$ cat src/rtl/serial_frame_loader_if.sv
// Bundle between the serial link / controller side (master) and the frame loader (slave).
// The widths are derived from the same parameters that the loader is built with.
interface serial_frame_loader_if #(
    parameter int WORD_W   = 16,
    parameter int MAX_FEAT = 16,
    parameter int MAX_DP   = 8
);
    localparam int FEAT_W = $clog2(MAX_FEAT);
    localparam int DP_W   = $clog2(MAX_DP);
    localparam int ADDR_W = $clog2(MAX_FEAT * MAX_DP);

    logic              start;
    logic [DP_W-1:0]   cfg_num_dp;
    logic [FEAT_W-1:0] cfg_feat;
    logic              cfg_msb_first;
    logic              ser;
    logic              ser_valid;

    logic              wr_en;
    logic [ADDR_W-1:0] wr_addr;
    logic [WORD_W-1:0] wr_data;
    logic              busy;
    logic              done;
    logic              cfg_err;

    modport master (
        output start, cfg_num_dp, cfg_feat, cfg_msb_first, ser, ser_valid,
        input  wr_en, wr_addr, wr_data, busy, done, cfg_err
    );

    modport slave (
        input  start, cfg_num_dp, cfg_feat, cfg_msb_first, ser, ser_valid,
        output wr_en, wr_addr, wr_data, busy, done, cfg_err
    );
endinterface

$ cat src/rtl/serial_frame_loader.sv
// Deserialises a qualified 1-bit stream into words and writes them to the datapoint/feature RAM
// at datapoint*MAX_FEAT + feature; features run high-to-low, datapoints low-to-high.
module serial_frame_loader #(
    parameter int WORD_W   = 16,
    parameter int MAX_FEAT = 16,
    parameter int MAX_DP   = 8
) (
    input  logic CLK,
    input  logic RST,
    serial_frame_loader_if.slave bus
);
    localparam int FEAT_W = $clog2(MAX_FEAT);
    localparam int DP_W   = $clog2(MAX_DP);
    localparam int ADDR_W = $clog2(MAX_FEAT * MAX_DP);
    localparam int BIT_W  = (WORD_W > 1) ? $clog2(WORD_W) : 1;

    localparam logic [ADDR_W-1:0] STRIDE   = ADDR_W'(MAX_FEAT);
    localparam logic [BIT_W-1:0]  LAST_BIT = BIT_W'(WORD_W - 1);

    typedef enum logic [1:0] {
        IDLE = 2'd0,
        LOAD = 2'd1,
        FIN  = 2'd2
    } state_t;

    state_t            state_reg, state_next;
    logic [DP_W-1:0]   cfg_num_dp_reg, cfg_num_dp_next;
    logic [FEAT_W-1:0] cfg_feat_reg, cfg_feat_next;
    logic              msb_first_reg, msb_first_next;
    logic [DP_W-1:0]   dp_cnt_reg, dp_cnt_next;
    logic [FEAT_W-1:0] feat_cnt_reg, feat_cnt_next;
    logic [BIT_W-1:0]  bit_cnt_reg, bit_cnt_next;
    logic [WORD_W-1:0] shift_reg, shift_next;
    logic              wr_en_reg, wr_en_next;
    logic [ADDR_W-1:0] wr_addr_reg, wr_addr_next;
    logic [WORD_W-1:0] wr_data_reg, wr_data_next;
    logic              busy_reg, busy_next;
    logic              done_reg, done_next;
    logic              cfg_err_reg, cfg_err_next;

    logic              feat_ok;
    logic              dp_ok;
    logic [WORD_W-1:0] word_lsb_first;
    logic [WORD_W-1:0] word_msb_first;
    logic [WORD_W-1:0] word_assembled;
    logic [ADDR_W-1:0] slot_addr;

    // A power-of-two depth means every encodable cfg value is legal, so no comparator is built.
    generate
        if ((MAX_FEAT & (MAX_FEAT - 1)) == 0) begin : g_feat_pow2
            assign feat_ok = 1'b1;
        end else begin : g_feat_chk
            assign feat_ok = (bus.cfg_feat <= FEAT_W'(MAX_FEAT - 1));
        end

        if ((MAX_DP & (MAX_DP - 1)) == 0) begin : g_dp_pow2
            assign dp_ok = 1'b1;
        end else begin : g_dp_chk
            assign dp_ok = (bus.cfg_num_dp <= DP_W'(MAX_DP - 1));
        end
    endgenerate

    // Candidate next shift values: LSB-first shifts right (new bit on top), MSB-first shifts left.
    genvar gi;
    generate
        for (gi = 0; gi < WORD_W; gi++) begin : g_shift
            if (gi == WORD_W - 1) begin : g_lsb_top
                assign word_lsb_first[gi] = bus.ser;
            end else begin : g_lsb_mid
                assign word_lsb_first[gi] = shift_reg[gi + 1];
            end

            if (gi == 0) begin : g_msb_bot
                assign word_msb_first[gi] = bus.ser;
            end else begin : g_msb_mid
                assign word_msb_first[gi] = shift_reg[gi - 1];
            end
        end
    endgenerate

    assign word_assembled = msb_first_reg ? word_msb_first : word_lsb_first;
    assign slot_addr      = ADDR_W'(dp_cnt_reg) * STRIDE + ADDR_W'(feat_cnt_reg);

    always_ff @(posedge CLK) begin
        if (RST) begin
            state_reg      <= IDLE;
            cfg_num_dp_reg <= '0;
            cfg_feat_reg   <= '0;
            msb_first_reg  <= 1'b0;
            dp_cnt_reg     <= '0;
            feat_cnt_reg   <= '0;
            bit_cnt_reg    <= '0;
            shift_reg      <= '0;
            wr_en_reg      <= 1'b0;
            wr_addr_reg    <= '0;
            wr_data_reg    <= '0;
            busy_reg       <= 1'b0;
            done_reg       <= 1'b0;
            cfg_err_reg    <= 1'b0;
        end else begin
            state_reg      <= state_next;
            cfg_num_dp_reg <= cfg_num_dp_next;
            cfg_feat_reg   <= cfg_feat_next;
            msb_first_reg  <= msb_first_next;
            dp_cnt_reg     <= dp_cnt_next;
            feat_cnt_reg   <= feat_cnt_next;
            bit_cnt_reg    <= bit_cnt_next;
            shift_reg      <= shift_next;
            wr_en_reg      <= wr_en_next;
            wr_addr_reg    <= wr_addr_next;
            wr_data_reg    <= wr_data_next;
            busy_reg       <= busy_next;
            done_reg       <= done_next;
            cfg_err_reg    <= cfg_err_next;
        end
    end

    always_comb begin
        state_next      = state_reg;
        cfg_num_dp_next = cfg_num_dp_reg;
        cfg_feat_next   = cfg_feat_reg;
        msb_first_next  = msb_first_reg;
        dp_cnt_next     = dp_cnt_reg;
        feat_cnt_next   = feat_cnt_reg;
        bit_cnt_next    = bit_cnt_reg;
        shift_next      = shift_reg;
        wr_en_next      = 1'b0;
        wr_addr_next    = wr_addr_reg;
        wr_data_next    = wr_data_reg;
        busy_next       = busy_reg;
        done_next       = done_reg;
        cfg_err_next    = 1'b0;

        case (state_reg)
            IDLE: begin
                if (bus.start) begin
                    if (feat_ok && dp_ok) begin
                        cfg_num_dp_next = bus.cfg_num_dp;
                        cfg_feat_next   = bus.cfg_feat;
                        msb_first_next  = bus.cfg_msb_first;
                        dp_cnt_next     = '0;
                        feat_cnt_next   = bus.cfg_feat;
                        bit_cnt_next    = '0;
                        shift_next      = '0;
                        done_next       = 1'b0;
                        busy_next       = 1'b1;
                        state_next      = LOAD;
                    end else begin
                        cfg_err_next = 1'b1;
                    end
                end
            end

            LOAD: begin
                if (bus.ser_valid) begin
                    shift_next = word_assembled;
                    if (bit_cnt_reg == LAST_BIT) begin
                        wr_en_next   = 1'b1;
                        wr_data_next = word_assembled;
                        wr_addr_next = slot_addr;
                        bit_cnt_next = '0;
                        if (feat_cnt_reg == '0) begin
                            feat_cnt_next = cfg_feat_reg;
                            dp_cnt_next   = dp_cnt_reg + DP_W'(1);
                            if (dp_cnt_reg == cfg_num_dp_reg) begin
                                state_next = FIN;
                            end
                        end else begin
                            feat_cnt_next = feat_cnt_reg - FEAT_W'(1);
                        end
                    end else begin
                        bit_cnt_next = bit_cnt_reg + BIT_W'(1);
                    end
                end
            end

            FIN: begin
                // The final write strobe is visible during this cycle; completion flags follow.
                busy_next  = 1'b0;
                done_next  = 1'b1;
                state_next = IDLE;
            end

            default: begin
                state_next = IDLE;
            end
        endcase
    end

    assign bus.wr_en   = wr_en_reg;
    assign bus.wr_addr = wr_addr_reg;
    assign bus.wr_data = wr_data_reg;
    assign bus.busy    = busy_reg;
    assign bus.done    = done_reg;
    assign bus.cfg_err = cfg_err_reg;
endmodule
$ cat src/flat_wrapper.sv
// flat-port wrapper written by rule: the top's interface ports become plain ports
module serial_frame_loader_flat 
#(
    parameter int WORD_W   = 16,
    parameter int MAX_FEAT = 16,
    parameter int MAX_DP   = 8
)
  (CLK, RST, bus_start, bus_cfg_num_dp, bus_cfg_feat, bus_cfg_msb_first, bus_ser, bus_ser_valid, bus_wr_en, bus_wr_addr, bus_wr_data, bus_busy, bus_done, bus_cfg_err);
  serial_frame_loader_if #(.WORD_W(WORD_W), .MAX_FEAT(MAX_FEAT), .MAX_DP(MAX_DP)) bus_i ();
  input  logic CLK;
  input  logic RST;
  input wire logic [$bits(bus_i.start)-1:0] bus_start;
  input wire logic [$bits(bus_i.cfg_num_dp)-1:0] bus_cfg_num_dp;
  input wire logic [$bits(bus_i.cfg_feat)-1:0] bus_cfg_feat;
  input wire logic [$bits(bus_i.cfg_msb_first)-1:0] bus_cfg_msb_first;
  input wire logic [$bits(bus_i.ser)-1:0] bus_ser;
  input wire logic [$bits(bus_i.ser_valid)-1:0] bus_ser_valid;
  output wire logic [$bits(bus_i.wr_en)-1:0] bus_wr_en;
  output wire logic [$bits(bus_i.wr_addr)-1:0] bus_wr_addr;
  output wire logic [$bits(bus_i.wr_data)-1:0] bus_wr_data;
  output wire logic [$bits(bus_i.busy)-1:0] bus_busy;
  output wire logic [$bits(bus_i.done)-1:0] bus_done;
  output wire logic [$bits(bus_i.cfg_err)-1:0] bus_cfg_err;
  assign bus_i.start = bus_start;
  assign bus_i.cfg_num_dp = bus_cfg_num_dp;
  assign bus_i.cfg_feat = bus_cfg_feat;
  assign bus_i.cfg_msb_first = bus_cfg_msb_first;
  assign bus_i.ser = bus_ser;
  assign bus_i.ser_valid = bus_ser_valid;
  assign bus_wr_en = bus_i.wr_en;
  assign bus_wr_addr = bus_i.wr_addr;
  assign bus_wr_data = bus_i.wr_data;
  assign bus_busy = bus_i.busy;
  assign bus_done = bus_i.done;
  assign bus_cfg_err = bus_i.cfg_err;
  serial_frame_loader #(.WORD_W(WORD_W), .MAX_FEAT(MAX_FEAT), .MAX_DP(MAX_DP)) u_core (.CLK(CLK), .RST(RST), .bus(bus_i));
endmodule
$ cat config.mk
export PLATFORM = sky130hd
export DESIGN_NAME = serial_frame_loader_flat
export DESIGN_NICKNAME = d
export VERILOG_FILES = /design/src/rtl/serial_frame_loader_if.sv /design/src/rtl/serial_frame_loader.sv /design/src/flat_wrapper.sv
export SDC_FILE = /design/constraint.sdc
export NUM_CORES = 1
export LEC_CHECK = 0
export BUFFER_PORTS_ARGS = -buffer_cell sky130_fd_sc_hd__buf_2
export CAP_MARGIN = 20
export CORE_MARGIN = 4
export CORE_UTILIZATION = 60
export CTS_CLUSTER_SIZE = 8
export DETAILED_ROUTE_END_ITERATION = 7
export PLACE_DENSITY = 0.88
export SLEW_MARGIN = 10
export SYNTH_ARGS = -nofsm -noshare
export SYNTH_HDL_FRONTEND = slang
export SYNTH_SLANG_ARGS = --single-unit
$ cat constraint.sdc
create_clock -name CLK -period 4.3 [get_ports CLK]
set_input_delay 0.215 -clock CLK [delete_from_list [all_inputs] [get_ports CLK]]
set_output_delay 0.215 -clock CLK [all_outputs]
set_load 0.02 [all_outputs]
# Word-level counts from Yosys, hierarchy flattened
# Cells that the tools add are included.
op_classes:
  add_sub_neg: 4
  eq_ne: 9
  n_mux: 29
  reduce_logical: 12
  bitwise: 2
op_table:
  columns: ["operator", "count"]
  rows:
  - ["16-bit 2-to-1 mux", 3]
  - ["16-bit one-hot mux with 2 select lines", 1]
  - ["4-bit 2-to-1 mux", 7]
  - ["4-bit one-hot mux with 2 select lines", 2]
  - ["3-bit 2-to-1 mux", 4]
  - ["2-bit 2-to-1 mux", 5]
  - ["5-bit AND reduction", 2]
  - ["7-bit by 4-bit adder with 7-bit output", 1]
  - ["2-bit by 1-bit inequality test with 1-bit output, second input constant", 3]
  - ["3-bit one-hot mux with 2 select lines", 1]
  - ["3-bit AND reduction", 2]
  - ["4-bit by 1-bit adder with 4-bit output, second input constant", 1]
  - ["4-bit equality test, second input constant", 1]
  - ["4-bit zero test", 1]
  - ["2-bit inequality test, second input constant", 2]
  - ["1-bit one-hot mux with 2 select lines", 2]
  - ["2-bit one-hot mux with 2 select lines", 1]
  - ["2-bit AND reduction", 2]
  - ["4-bit AND reduction", 1]
  - ["2-bit nonzero test", 2]
  - ["4-bit by 1-bit subtractor with 4-bit output, second input constant", 1]
  - ["3-bit by 1-bit adder with 3-bit output, second input constant", 1]
  - ["3-bit equality test", 1]
  - ["1-bit 2-to-1 mux", 3]
  - ["other kinds (5)", 6]
word_totals:
  inputBits: 13
  out_inout_bits: 27
  word_cells: 69
  ff_bits: 63

# Depth between registers and ports, before layout
# Gate-level depths: netlist of run 1.
depth:
  word_depth: 6
  depth_mapped: 8
  mapped_depth_nobuf: 6

# Least setup slack after synthesis of run 1
# OpenSTA, ideal clock, no wires.
synth_path:
  path_kind: "register to register"
  from: "reg u_core.feat_cnt_reg[0]"
  to: "reg u_core.dp_cnt_reg[0]"
  arrival_time_ns: 1.495
  setup_time_ns: 0.070
  period_less_slack_ns: 1.565
  required_ns: 4.230
  stages_incl_launch_ff: 7
  path_slack_ns: 2.735
  path_cell_list: "dfxtp_1 -> inv_1 -> ha_1 -> nor3b_2 -> a21oi_1 -> or3_1 -> a21boi_1"
synth_between:
  elab_chain_len: 3
synth_rtl:
  columns: ["element", "line_no", "rtl"]
  rows:
  - ["from (decl)", "serial_frame_loader.sv:31", "logic [FEAT_W-1:0] feat_cnt_reg, feat_cnt_next;"]
  - ["from (signal assigned)", "serial_frame_loader.sv:106", "feat_cnt_reg <= feat_cnt_next;"]
  - ["4-bit zero test", "serial_frame_loader.sv:162", "if (feat_cnt_reg == '0) begin"]
  - ["2-bit by 1-bit inequality test with 1-bit output (no line)", null, null]
  - ["5-bit AND reduction (no line)", null, null]
  - ["to (signal assigned)", "serial_frame_loader.sv:105", "dp_cnt_reg <= dp_cnt_next;"]
  - ["to (decl)", "serial_frame_loader.sv:30", "logic [DP_W-1:0] dp_cnt_reg, dp_cnt_next;"]
# No other way between the ends.
# A chain may end at the register's enable or synchronous reset.

# Worst setup path after layout of run 1
layout_path:
  from: "reg u_core.state_reg[0]"
  to: "reg u_core.feat_cnt_reg[2]"
layout_between:
  elab_chain_len: 3
  word_cells_on_any_way: 8
  classes_between: "eq/ne (4); mux (1); reduce/logical (3)"
layout_rtl:
  columns: ["element", "line_no", "rtl"]
  rows:
  - ["from (decl)", "serial_frame_loader.sv:26", "state_t state_reg, state_next;"]
  - ["from (signal assigned)", "serial_frame_loader.sv:101", "state_reg <= state_next;"]
  - ["2-bit by 1-bit equality test with 1-bit output or 2-bit zero test (tied branches)", "serial_frame_loader.sv:134", "case (state_reg)"]
  - ["2-bit by 1-bit inequality test with 1-bit output (no line) (tied with other cells)", null, null]
  - ["4-bit AND reduction (no line)", null, null]
# Several ways; a longest one is shown, not always the timed one.

==> impl_summary.txt, run 1 <==
----------------------------------------------------
[Finish]
  Number of fill cells in the layout ... 331
  Synth-to-Final Area Change ... 13.1%
  Post-layout instance count excluding filler cells ... about 390
  Antenna cell count ... 0
  Fraction of layout instances using a drive strength above 1 ... about a fifth
  Count of nets after finishing ... 350

[Clock network]
  Clock tree from TritonCTS ... yes
  Number of clock sinks seen by CTS ... 63
  Clk pin slew, worst setup/hold paths ... 70 ps
  Clock latency reported for the late side of the worst-skew pair ... around 340 ps
  Post-CTS setup buffers ... 0
  PostCTS Resize Cnt ... 0
  Max Buffers Root-to-Sink ... 2
  Root Buffer ... clkbuf_8
  CTS H-tree depth ... 3
  Number of buffers created by CTS ... 9
  Number of buffers inserted by hold repair at cts ... 0

[Floorplan]
  Die Width ... around 74 um
  Die Footprint ... between 0.005 and 0.006 mm^2
  Placement row count ... 23
  Starting density of the core ... 63.9%
  Die span in y ... approximately 74 um
  Core region area ... 0.00414 mm^2
  Top-level port count ... 40

[Synth]
  Share of the synthesized netlist area taken by xor and xnor gates ... less than 1%
  Syn Std Cell Area ... around 0.0026 mm^2
  Part of the Yosys area used for sequential elements ... between 40% and 50%
  Library cell occupying the most area in the post-synthesis netlist ... dfxtp_1
  Number of distinct library cells after synthesis ... 39
  Compound-Gate Fraction of Synth Area ... between 10% and 20%
  Simple-gate share of the synthesized area ... between 10% and 20%
  Async SR Flop Fraction ... 0%
  Yosys reg bits ... 63
  Commonest cells in the netlist ... dfxtp_1 (63), nand2_1 (58), a21oi_1 (35), nor2_1 (26)
  Most common cell in the synthesized netlist ... dfxtp_1
  Synthesized Nets ... around 320
  Leading cell types by total area after synthesis ... dfxtp_1 (48%), nand2_1 (8.2%), a21oi_1 (6.6%)
  Number of synthesized flops with an enable pin ... 0
  Dominant register cell in the synthesized netlist ... dfxtp_1
  Number of standard cells after synthesis ... between 300 and 400
  Ys Warns ... 0
  Share of the synthesized area in the top cell type ... between 40 and 50%
  Synth Area per Inst ... about 8.6 um^2
  Mux share of post-synthesis cell area ... approximately 7.6%
  Main combinational cell family by area after synthesis ... simple AND/OR/NAND/NOR gates
  Fraction of the mapped netlist area in adder cells ... around 1.4%

[Place]
  Cell count after placement ... between 300 and 400
  IO buf count ... 38
  Detailed placement HPWL ... between 3000 and 4000 um
  Last weighted congestion value of the routability-driven placer ... just over 0.8

[Global routing]
  Via count of the first global-routing pass ... between 2000 and 2500
  Global-route wire length before repair ... around 9600 um
  Initial antenna violation count ... 0
  Total global routing overflow ... 0
  Overall fraction of global-route tracks in use ... 22.7%
  Maximum number of pins on one net before global-route repair ... between 60 and 70

[Detailed routing]
  Antenna Violating Nets Remaining ... 0
  DRC violation total after the first TritonRoute iteration ... 167
  Router iterations before antenna repair ... 4
  DR DRC count ... 0
  Detailed Route WL ... 5580 um
  Routed vias ... roughly 2200
  Wirelength per Cell ... ~14 um
  Average vias per placed instance ... between 5 and 6

[STA]
  Final clock skew ... about 8 ps
  Unrepaired setup endpoints after global routing ... false
  Highest achievable clock rate ... 434 MHz
  Setup_tns ... 0 ps
  Transition time of the tightest slew-check pin ... around 1100 ps
  Minimum clock period ... 2310 ps
  Slew HR ... 28.5%
  Final-report hold violation count ... 0
  Count of final max-slew check failures ... 0
  Endpoints failing setup ... 0
  Worst hold margin ... around 110 ps
  Period utilisation layout ... 53.6%

[Worst setup path]
  Depth of the worst register-to-register path ... 4
  Required time reported for the critical path endpoint ... ~4500 ps
  Type of the setup path with the least slack ... register to register
  Reg-to-Reg End ... u_core.feat_cnt_reg[2]$_SDFFE_PP0P_
  Ordered cell list for the critical path ... and3b_1 -> and2_1 -> nand2_1 -> a32o_1
  Master of the slowest instance on the critical path ... and2_1
  Arrival time at the worst endpoint ... roughly 2500 ps
  Element type at the critical path start ... register
  Maximum net fanout on the critical path ... 32
  Startpoint of the worst-slack reg-to-reg timing path ... u_core.state_reg[0]$_SDFFE_PP0P_
  Delay of the slowest critical-path stage ... 880 ps
  Flop2flop setup slack ... between 1500 and 2000 ps
  Kind of capture point of the worst setup path ... register

[Outcome]
  Result of the run ... finished clean

[Power]
  Maximum resistive drop on vdd ... about 0.21 mV
  Leakage ... about 1.2 nW
  Pwr per Cell Area ... 398 mW/mm^2

[Worst hold path]
  Hold Path Sink ... u_core.cfg_num_dp_reg[0]$_SDFFE_PP0P_
  Worst hold-check path type ... input port to register
  Worst Hold Depth ... 3
  Hold Path Origin ... bus_cfg_num_dp[0]

[Job]
  Max Cap Viol ... 0

----------------------------------------------------
-- cell type report --
| class | instances | area (um^2) | area share, % |
|---|---|---|---|
| Clock inverter | 3 | 15.0 | 0.501 |
| Multi-Input combinational cell | 214 | 1250 | 41.7 |
| Inverter | 6 | 22.5 | 0.752 |
| Sequential cell | 63 | 1260 | 42.1 |
| Tap cell | 50 | 62.6 | 2.09 |
| Clock buffer | 13 | 179 | 5.97 |
| Timing Repair Buffer | 40 | 205 | 6.85 |
-- worst max-delay path by stage --
stage / start / endpoint / slack [ps] / cells past startpoint
after floorplan: u_core.feat_cnt_reg[0]$_SDFFE_PP0P_ / u_core.dp_cnt_reg[0]$_SDFFE_PP0P_ / 2740 / 6
after global placement: u_core.state_reg[0]$_SDFFE_PP0P_ / u_core.feat_cnt_reg[2]$_SDFFE_PP0P_ / 2060 / 4
after detailed placement: u_core.state_reg[0]$_SDFFE_PP0P_ / u_core.feat_cnt_reg[2]$_SDFFE_PP0P_ / 1980 / 4
after CTS: u_core.state_reg[0]$_SDFFE_PP0P_ / u_core.feat_cnt_reg[2]$_SDFFE_PP0P_ / 1980 / 4
after global routing: u_core.state_reg[0]$_SDFFE_PP0P_ / u_core.bus.wr_data[0]$_SDFFE_PP0P_ / 1770 / 4
final: u_core.state_reg[0]$_SDFFE_PP0P_ / u_core.feat_cnt_reg[2]$_SDFFE_PP0P_ / 1990 / 4
-- through the flow --
stage / area [um^2] / power, mW / worst slack, ps / util, %
after floorplan: 2650 / 0.694 / 2740 / -
after global placement: 2800 / 0.714 / 2060 / 67.6
after detailed placement: 2800 / 0.717 / 1980 / 67.6
after CTS: 3000 / 1.20 / 1980 / 72.3
after global routing: 3000 / 1.25 / 1770 / 72.3
final: 3000 / 1.19 / 1990 / 72.3
-- worst max-delay path: cells and delay by family (launching register included) --
kind            cells  cell delay (ps)
compound gates      1              280
flops               1              430
simple gates        3             1490
-- metal layers --
metal,track usage [%],vias to the layer above,share of wire [%]
li1,-,1120,-
met1,30.4,1013,45
met2,34.7,61,47
met3,5.68,11,6.1
met4,9.68,0,2.1
met5,0,-,0
-- placed cells by master, fill, tap and decap left out, types with 3 or more instances in the layout --
master,count
nor2b_1,5
o2bb2ai_1,4
nor2_1,26
clkbuf_8,13
xnor2_1,3
a22oi_1,11
dfxtp_1,63
or3_1,6
mux2_2,9
a211oi_1,9
buf_2,38
o21ai_0,5
a21oi_1,35
mux2i_1,10
nand2_1,58
inv_1,6
nor3b_1,3
clkinv_2,3
ha_1,3
nand3_1,3
-- cell families after synthesis --
logic type,after synthesis
AOI/OAI and AO/OA,72
other,1
DFF,63
xor gates and xnor gates,3
buffers and inverters,30
and+or+nand+nor,116
adders and majority gates,3
muxes,19
-- where the power goes --
group	switching (mW)	internal [mW]	total, mW
combinational	0.0586	0.0355	0.0942
clock	0.218	0.269	0.488
sequential	0.0148	0.595	0.610
total	0.292	0.900	1.19
Power figures use the tool's default switching activity.
==> run 2, diff against run 1 <==
- CORE_UTILIZATION: 60 -> 56
- PLACE_DENSITY: 0.88 -> 0.84
- clock period: 4.3 -> 2.33 ns (I/O delays scaled with it)
==> impl_summary.txt, run 2 (synthesized netlist as in run 1, its figures left out) <==
----------------------------------------------------
[Worst setup path]
  Element type at the critical path start ... register
  Kind of capture point of the worst setup path ... register
  Reg-to-Reg End ... u_core.bus.wr_data[5]$_SDFFE_PP0P_
  Depth of the worst register-to-register path ... 6
  Flop2flop setup slack ... 390 ps
  Required time reported for the critical path endpoint ... about 2600 ps
  Type of the setup path with the least slack ... register to register
  Arrival time at the worst endpoint ... 2190 ps
  Startpoint of the worst-slack reg-to-reg timing path ... u_core.bit_cnt_reg[0]$_SDFFE_PP0P_
  Maximum net fanout on the critical path ... 24

[Place]
  Worst slack at placement ... 412 ps
  IO buf count ... 38
  Last weighted congestion value of the routability-driven placer ... 0.834
  Post-Place Cell Area ... about 0.0028 mm^2
  Detailed placement HPWL ... 3840 um
  Cell count after placement ... 380

[Clock network]
  PostCTS Resize Cnt ... 0
  Clock latency reported for the late side of the worst-skew pair ... around 340 ps
  Max Buffers Root-to-Sink ... 2
  Clk pin slew, worst setup/hold paths ... 70 ps
  Number of buffers inserted by hold repair at cts ... 0
  Number of clock sinks seen by CTS ... 63
  Number of buffers created by CTS ... 9
  CTS H-tree depth ... 3
  Root Buffer ... clkbuf_8
  Post-CTS setup buffers ... 0
  Clock tree from TritonCTS ... yes

[STA]
  Setup_tns ... 0 ps
  Slew HR ... between 50% and 60%
  Least setup slack across all paths after layout ... a little under 400 ps
  Period utilisation layout ... a little over four fifths
  Highest achievable clock rate ... a little over 500 MHz
  Final-report hold violation count ... 0
  Final clock skew ... 9.75 ps
  Unrepaired setup endpoints after global routing ... false
  Worst hold margin ... 11.8 ps
  Transition time of the tightest slew-check pin ... 635 ps
  Count of final max-slew check failures ... 0
  Endpoints failing setup ... 0
  Minimum clock period ... slightly below 2000 ps

[Finish]
  Synth-to-Final Area Change ... 15.7%
  Most frequent cells in the layout ... dfxtp_1 (63), nand2_1 (58), buf_2 (38)
  Commonest non-fill, non-tap cell in the layout ... dfxtp_1
  Post-layout instance count excluding filler cells ... slightly below 400
  Final core utilization ... a little under 70%
  Count of nets after finishing ... ~360
  Antenna cell count ... 0
  Design area ... ~0.0031 mm^2
  Number of fill cells in the layout ... between 300 and 400
  Fraction of layout instances using a drive strength above 1 ... between 20% and 30%

[Floorplan]
  Die Footprint ... between 0.005 and 0.006 mm^2
  Placement row count ... 24
  Top-level port count ... 40
  Starting density of the core ... between 50% and 60%
  Die Width ... ~77 um
  Core region area ... about 0.0045 mm^2
  Die span in y ... around 77 um

[Power]
  Pwr Total ... 2.37 mW
  Total net switching power ... approximately 0.57 mW
  Clock power share ... 44.6%
  Switching fraction of total power ... between 20% and 30%
  Cell internal pwr ... about 1.8 mW
  Combinational share of power ... under 10%
  Maximum resistive drop on vdd ... 0.465 mV
  Fraction of power consumed by sequential logic ... 47.6%
  Pwr per Cell Area ... ~770 mW/mm^2
  Leakage ... 1.18 nW

[Detailed routing]
  Router iterations before antenna repair ... 4
  Routed vias ... approximately 2200
  Met1 routed wirelength after detailed routing ... ~2600 um
  Average vias per placed instance ... between 5 and 6
  Topmost layer with routed signal wires ... met4
  DRC violation total after the first TritonRoute iteration ... around 140
  Detailed Route WL ... roughly 5800 um
  Met2 wire len ... about 2700 um
  Detail Route met3 WL ... between 300 and 400 um
  DR DRC count ... 0
  Wirelength per Cell ... 14.6 um
  Antenna Violating Nets Remaining ... 0

[Global routing]
  Total global routing overflow ... 0
  Via count of the first global-routing pass ... about 2100
  Maximum number of pins on one net before global-route repair ... 34
  Global-route wire length before repair ... between 9000 and 10000 um
  Initial antenna violation count ... 0
  Overall fraction of global-route tracks in use ... about a fifth

[Outcome]
  Result of the run ... finished clean

[Job]
  Max Cap Viol ... 0

[Worst hold path]
  Worst Hold Depth ... 3
  Hold Path Origin ... bus_cfg_num_dp[2]
  Worst hold-check path type ... input port to register
  Hold Path Sink ... u_core.cfg_num_dp_reg[2]$_SDFFE_PP0P_

----------------------------------------------------
## run 2: cell types whose count changed in the layout (fill, tap and decap cells not counted)
cell	delta
bufinv_16	+2
buf_4	+5
clkbuf_1	+1
clkinv_2	-2
clkinvlp_4	+1
clkinv_4	+1
clkbuf_8	-3
## run 2: routing by layer
| metal | GRT usage (%) | up-vias |
|---|---|---|
| met3 | 6.56 | 10 |
| met4 | 8.51 | 0 |
| li1 | - | 1131 |
| met5 | 0 | - |
| met1 | 25.6 | 1032 |
| met2 | 32.8 | 69 |
## run 2: worst max path at each step
stage	end	cells past startpoint	slack, ps	start
2_1_floorplan	u_core.dp_cnt_reg[0]$_SDFFE_PP0P_	6	770	u_core.feat_cnt_reg[0]$_SDFFE_PP0P_
3_3_place_gp	u_core.bus.wr_data[6]$_SDFFE_PP0P_	6	560	u_core.bit_cnt_reg[0]$_SDFFE_PP0P_
3_5_place_dp	u_core.bus.wr_data[5]$_SDFFE_PP0P_	6	410	u_core.bit_cnt_reg[0]$_SDFFE_PP0P_
4_1_cts	u_core.bus.wr_data[5]$_SDFFE_PP0P_	6	410	u_core.bit_cnt_reg[0]$_SDFFE_PP0P_
5_1_grt	u_core.bus.wr_data[5]$_SDFFE_PP0P_	6	190	u_core.bit_cnt_reg[0]$_SDFFE_PP0P_
6_report	u_core.bus.wr_data[5]$_SDFFE_PP0P_	6	390	u_core.bit_cnt_reg[0]$_SDFFE_PP0P_
## run 2: power by group through the flow
stage	registers (mW)	logic [mW]	clock network (mW)
6_report	1.13	0.185	1.05
3_5_place_dp	1.15	0.180	0
4_1_cts	1.12	0.184	1.07
2_1_floorplan	1.14	0.140	0
3_3_place_gp	1.15	0.176	0
5_1_grt	1.13	0.204	1.13
## run 2: worst max-delay path, stage by stage (launching register included)
cell	delay, ps
dfxtp_1	370
ha_1	200
and3_1	330
and2_1	350
buf_4	320
nor2_1	70
a211oi_1	220
## run 2: area by class of cell
class | instances | area, um^2 | area share [%]
inverters | 6 | 22.5 | 0.735
repair buffers | 45 | 243 | 7.92
clock buffers | 11 | 141 | 4.61
multi-input cells | 214 | 1250 | 40.8
flip-flops and latches | 63 | 1260 | 41.2
well taps | 52 | 65.1 | 2.12
clock inverters | 5 | 81.3 | 2.65
==> run 3, diff against run 2 <==
- ABC_AREA: not set -> 1
- PLACE_DENSITY: 0.84 -> 0.83
- clock period: 2.33 -> 2 ns (I/O delays scaled with it)
==> impl_summary.txt, run 3 <==
----------------------------------------------------
[Clock network]
  Clock latency reported for the late side of the worst-skew pair ... about 330 ps
  CTS H-tree depth ... 3
  Clk pin slew, worst setup/hold paths ... 70 ps
  Root Buffer ... clkbuf_8
  Post-CTS setup buffers ... 0
  Number of buffers inserted by hold repair at cts ... 0
  Max Buffers Root-to-Sink ... 2
  PostCTS Resize Cnt ... 0
  Number of buffers created by CTS ... 9
  Number of clock sinks seen by CTS ... between 60 and 70
  Clock tree from TritonCTS ... yes

[Global routing]
  Total global routing overflow ... 0
  Maximum number of pins on one net before global-route repair ... 29
  Overall fraction of global-route tracks in use ... between 20% and 30%
  Via count of the first global-routing pass ... about 2400
  Initial antenna violation count ... 0
  Global-route wire length before repair ... ~11000 um

[STA]
  Count of final max-slew check failures ... 0
  Transition time of the tightest slew-check pin ... between 500 and 600 ps
  Final-report hold violation count ... 0
  Setup_tns ... 0 ps
  Period utilisation layout ... between 70 and 80%
  Slew HR ... 66.3%
  Minimum clock period ... around 1500 ps
  Highest achievable clock rate ... 667 MHz
  Endpoints failing setup ... 0
  Final clock skew ... roughly 3.4 ps
  Unrepaired setup endpoints after global routing ... false

[Finish]
  Post-layout instance count excluding filler cells ... around 500
  Commonest non-fill, non-tap cell in the layout ... nand2_1
  Synth-to-Final Area Change ... 13.5%
  Count of nets after finishing ... approximately 430
  Most frequent cells in the layout ... nand2_1 (134), dfxtp_1 (63), a21oi_1 (51)
  Fraction of layout instances using a drive strength above 1 ... roughly 17%
  Antenna cell count ... 0

[Detailed routing]
  DRC violation total after the first TritonRoute iteration ... 188
  Average vias per placed instance ... 5.15
  DR DRC count ... 0
  Router iterations before antenna repair ... 4
  Routed vias ... between 2000 and 3000
  Detailed Route WL ... around 6000 um
  Wirelength per Cell ... 12.3 um
  Antenna Violating Nets Remaining ... 0

[Synth]
  Yosys reg bits ... 63
  Commonest cells in the netlist ... nand2_1 (134), dfxtp_1 (63), a21oi_1 (51), inv_1 (25), o21ai_0 (22)
  Number of synthesized flops with an enable pin ... 0
  Leading cell types by total area after synthesis ... dfxtp_1 (46%), nand2_1 (18%), a21oi_1 (9.3%)
  Synthesized Nets ... a little under 400
  Part of the Yosys area used for sequential elements ... 46.1%
  Number of distinct library cells after synthesis ... 29
  Library cell occupying the most area in the post-synthesis netlist ... dfxtp_1
  Ys Warns ... 0
  Most common cell in the synthesized netlist ... nand2_1
  Synth Area per Inst ... between 7 and 8 um^2
  Syn Std Cell Area ... between 0.002 and 0.003 mm^2
  Async SR Flop Fraction ... 0%
  Number of standard cells after synthesis ... roughly 380
  Share of the synthesized area in the top cell type ... about 46%
  Dominant register cell in the synthesized netlist ... dfxtp_1

[Worst setup path]
  Type of the setup path with the least slack ... register to register
  Most used cell along the critical path ... nand2_4
  Maximum net fanout on the critical path ... 16
  Delay of the slowest critical-path stage ... roughly 360 ps
  Master of the slowest instance on the critical path ... dfxtp_1
  Buf+Inv Stages, Crit Path ... 0
  Kind of capture point of the worst setup path ... register
  Gate family responsible for the most delay along the worst path ... simple AND/OR/NAND/NOR gates
  Ordered cell list for the critical path ... nor2_2 -> nand2_4 -> nand2_4 -> nand2_2 -> o21ai_1 -> a21oi_1
  Element type at the critical path start ... register
  Required time reported for the critical path endpoint ... around 2200 ps
  Arrival time at the worst endpoint ... 1710 ps

[Power]
  Maximum resistive drop on vdd ... 0.464 mV
  Pwr per Cell Area ... 798 mW/mm^2
  Leakage ... between 1 and 1.5 nW
  Switching fraction of total power ... approximately 25%
  Fraction of power consumed by sequential logic ... between 50% and 60%
  Clock power share ... 38.3%
  Cell internal pwr ... between 1.5 and 2 mW
  Total net switching power ... 0.624 mW
  Combinational share of power ... a little under a tenth

[Job]
  Max Cap Viol ... 0

[Worst hold path]
  Worst hold-check path type ... input port to register

[Place]
  IO buf count ... 38
  Cell count after placement ... ~470
  Last weighted congestion value of the routability-driven placer ... 0.845
  Detailed placement HPWL ... around 4200 um

[Floorplan]
  Top-level port count ... 40
  Placement row count ... 25
  Starting density of the core ... 57.9%
  Die span in y ... between 70 and 80 um
  Die Footprint ... between 0.006 and 0.007 mm^2
  Die Width ... about 78 um
  Core region area ... 0.00472 mm^2

[Outcome]
  Result of the run ... finished clean

----------------------------------------------------
## run 3: cell types whose count changed after synthesis, moves of 11 or more
cell	change
nor2_1	-12
nand3_1	+17
inv_1	+19
nand2_1	+76
o21ai_0	+17
a22oi_1	-11
a21oi_1	+16
## run 3: final timing paths
| path | slack, ps | startpoint | endpoint | cells past startpoint |
|---|---|---|---|---|
| max | 500 | u_core.state_reg[1]$_SDFFE_PP0P_ | u_core.feat_cnt_reg[2]$_SDFFE_PP0P_ | 6 |
| min | 20 | bus_cfg_feat[2] | u_core.cfg_feat_reg[2]$_SDFFE_PP0P_ | 3 |
| max reg2reg | 500 | u_core.state_reg[1]$_SDFFE_PP0P_ | u_core.feat_cnt_reg[2]$_SDFFE_PP0P_ | 6 |
| min reg2reg | 440 | u_core.cfg_feat_reg[0]$_SDFFE_PP0P_ | u_core.cfg_feat_reg[0]$_SDFFE_PP0P_ | 2 |
## run 3: layer usage
layer  track usage (%)  wire, um
met1              27.9      2790
met2              36.3      2780
met3              4.29       350
met4              9.07        95
met5                 0         0
## run 3: worst reg2reg max path: cells and delay by family (launching register included)
family,cells,cell delay [ps]
AND/OR/NAND/NOR,4,750
flip-flops,1,360
AO/OA/AOI/OAI,2,280
## run 3: cells by family (layout without fill, tap and decap cells)
family	count (synthesis)	after routing	synth area share (%)
xor gates and xnor gates	2	2	0.641
buffers and inverters	49	88	8.19
adders and majority gates	3	3	1.37
and+or+nand+nor	184	184	28.7
AOI/OAI and AO/OA	79	79	14.8
DFF	63	63	46.1
other	1	1	0.137
## run 3: cell type report
cell class | instances | area (um^2)
Clock buffer | 13 | 159
Clock inverter | 1 | 5.00
Fill cell | 424 | 1620
Inverter | 31 | 119
Multi-Input combinational cell | 269 | 1250
Sequential cell | 63 | 1260
Tap cell | 67 | 83.8
Timing Repair Buffer | 43 | 228
## run 3: power by group through the flow
stage	registers, mW	logic [mW]	clock network (mW)
6_report	1.30	0.230	0.948
5_1_grt	1.30	0.261	1.01
4_1_cts	1.30	0.228	0.960
3_5_place_dp	1.33	0.227	0
3_3_place_gp	1.33	0.221	0
2_1_floorplan	1.32	0.176	0
## run 3: metrics by stage
| stage | hold WS, ps | total power [mW] | instance area (um^2) | worst slack (ps) | utilization (%) |
|---|---|---|---|---|---|
| floorplan | 243 | 1.50 | 2740 | 667 | - |
| global route | 18.7 | 2.58 | 3110 | 385 | 65.7 |
| CTS | 11.6 | 2.49 | 3110 | 491 | 65.7 |
| detailed placement | 362 | 1.55 | 2940 | 499 | 62.3 |
| global placement | 349 | 1.55 | 2940 | 598 | 62.3 |
| finish | 19.5 | 2.48 | 3110 | 501 | 65.7 |
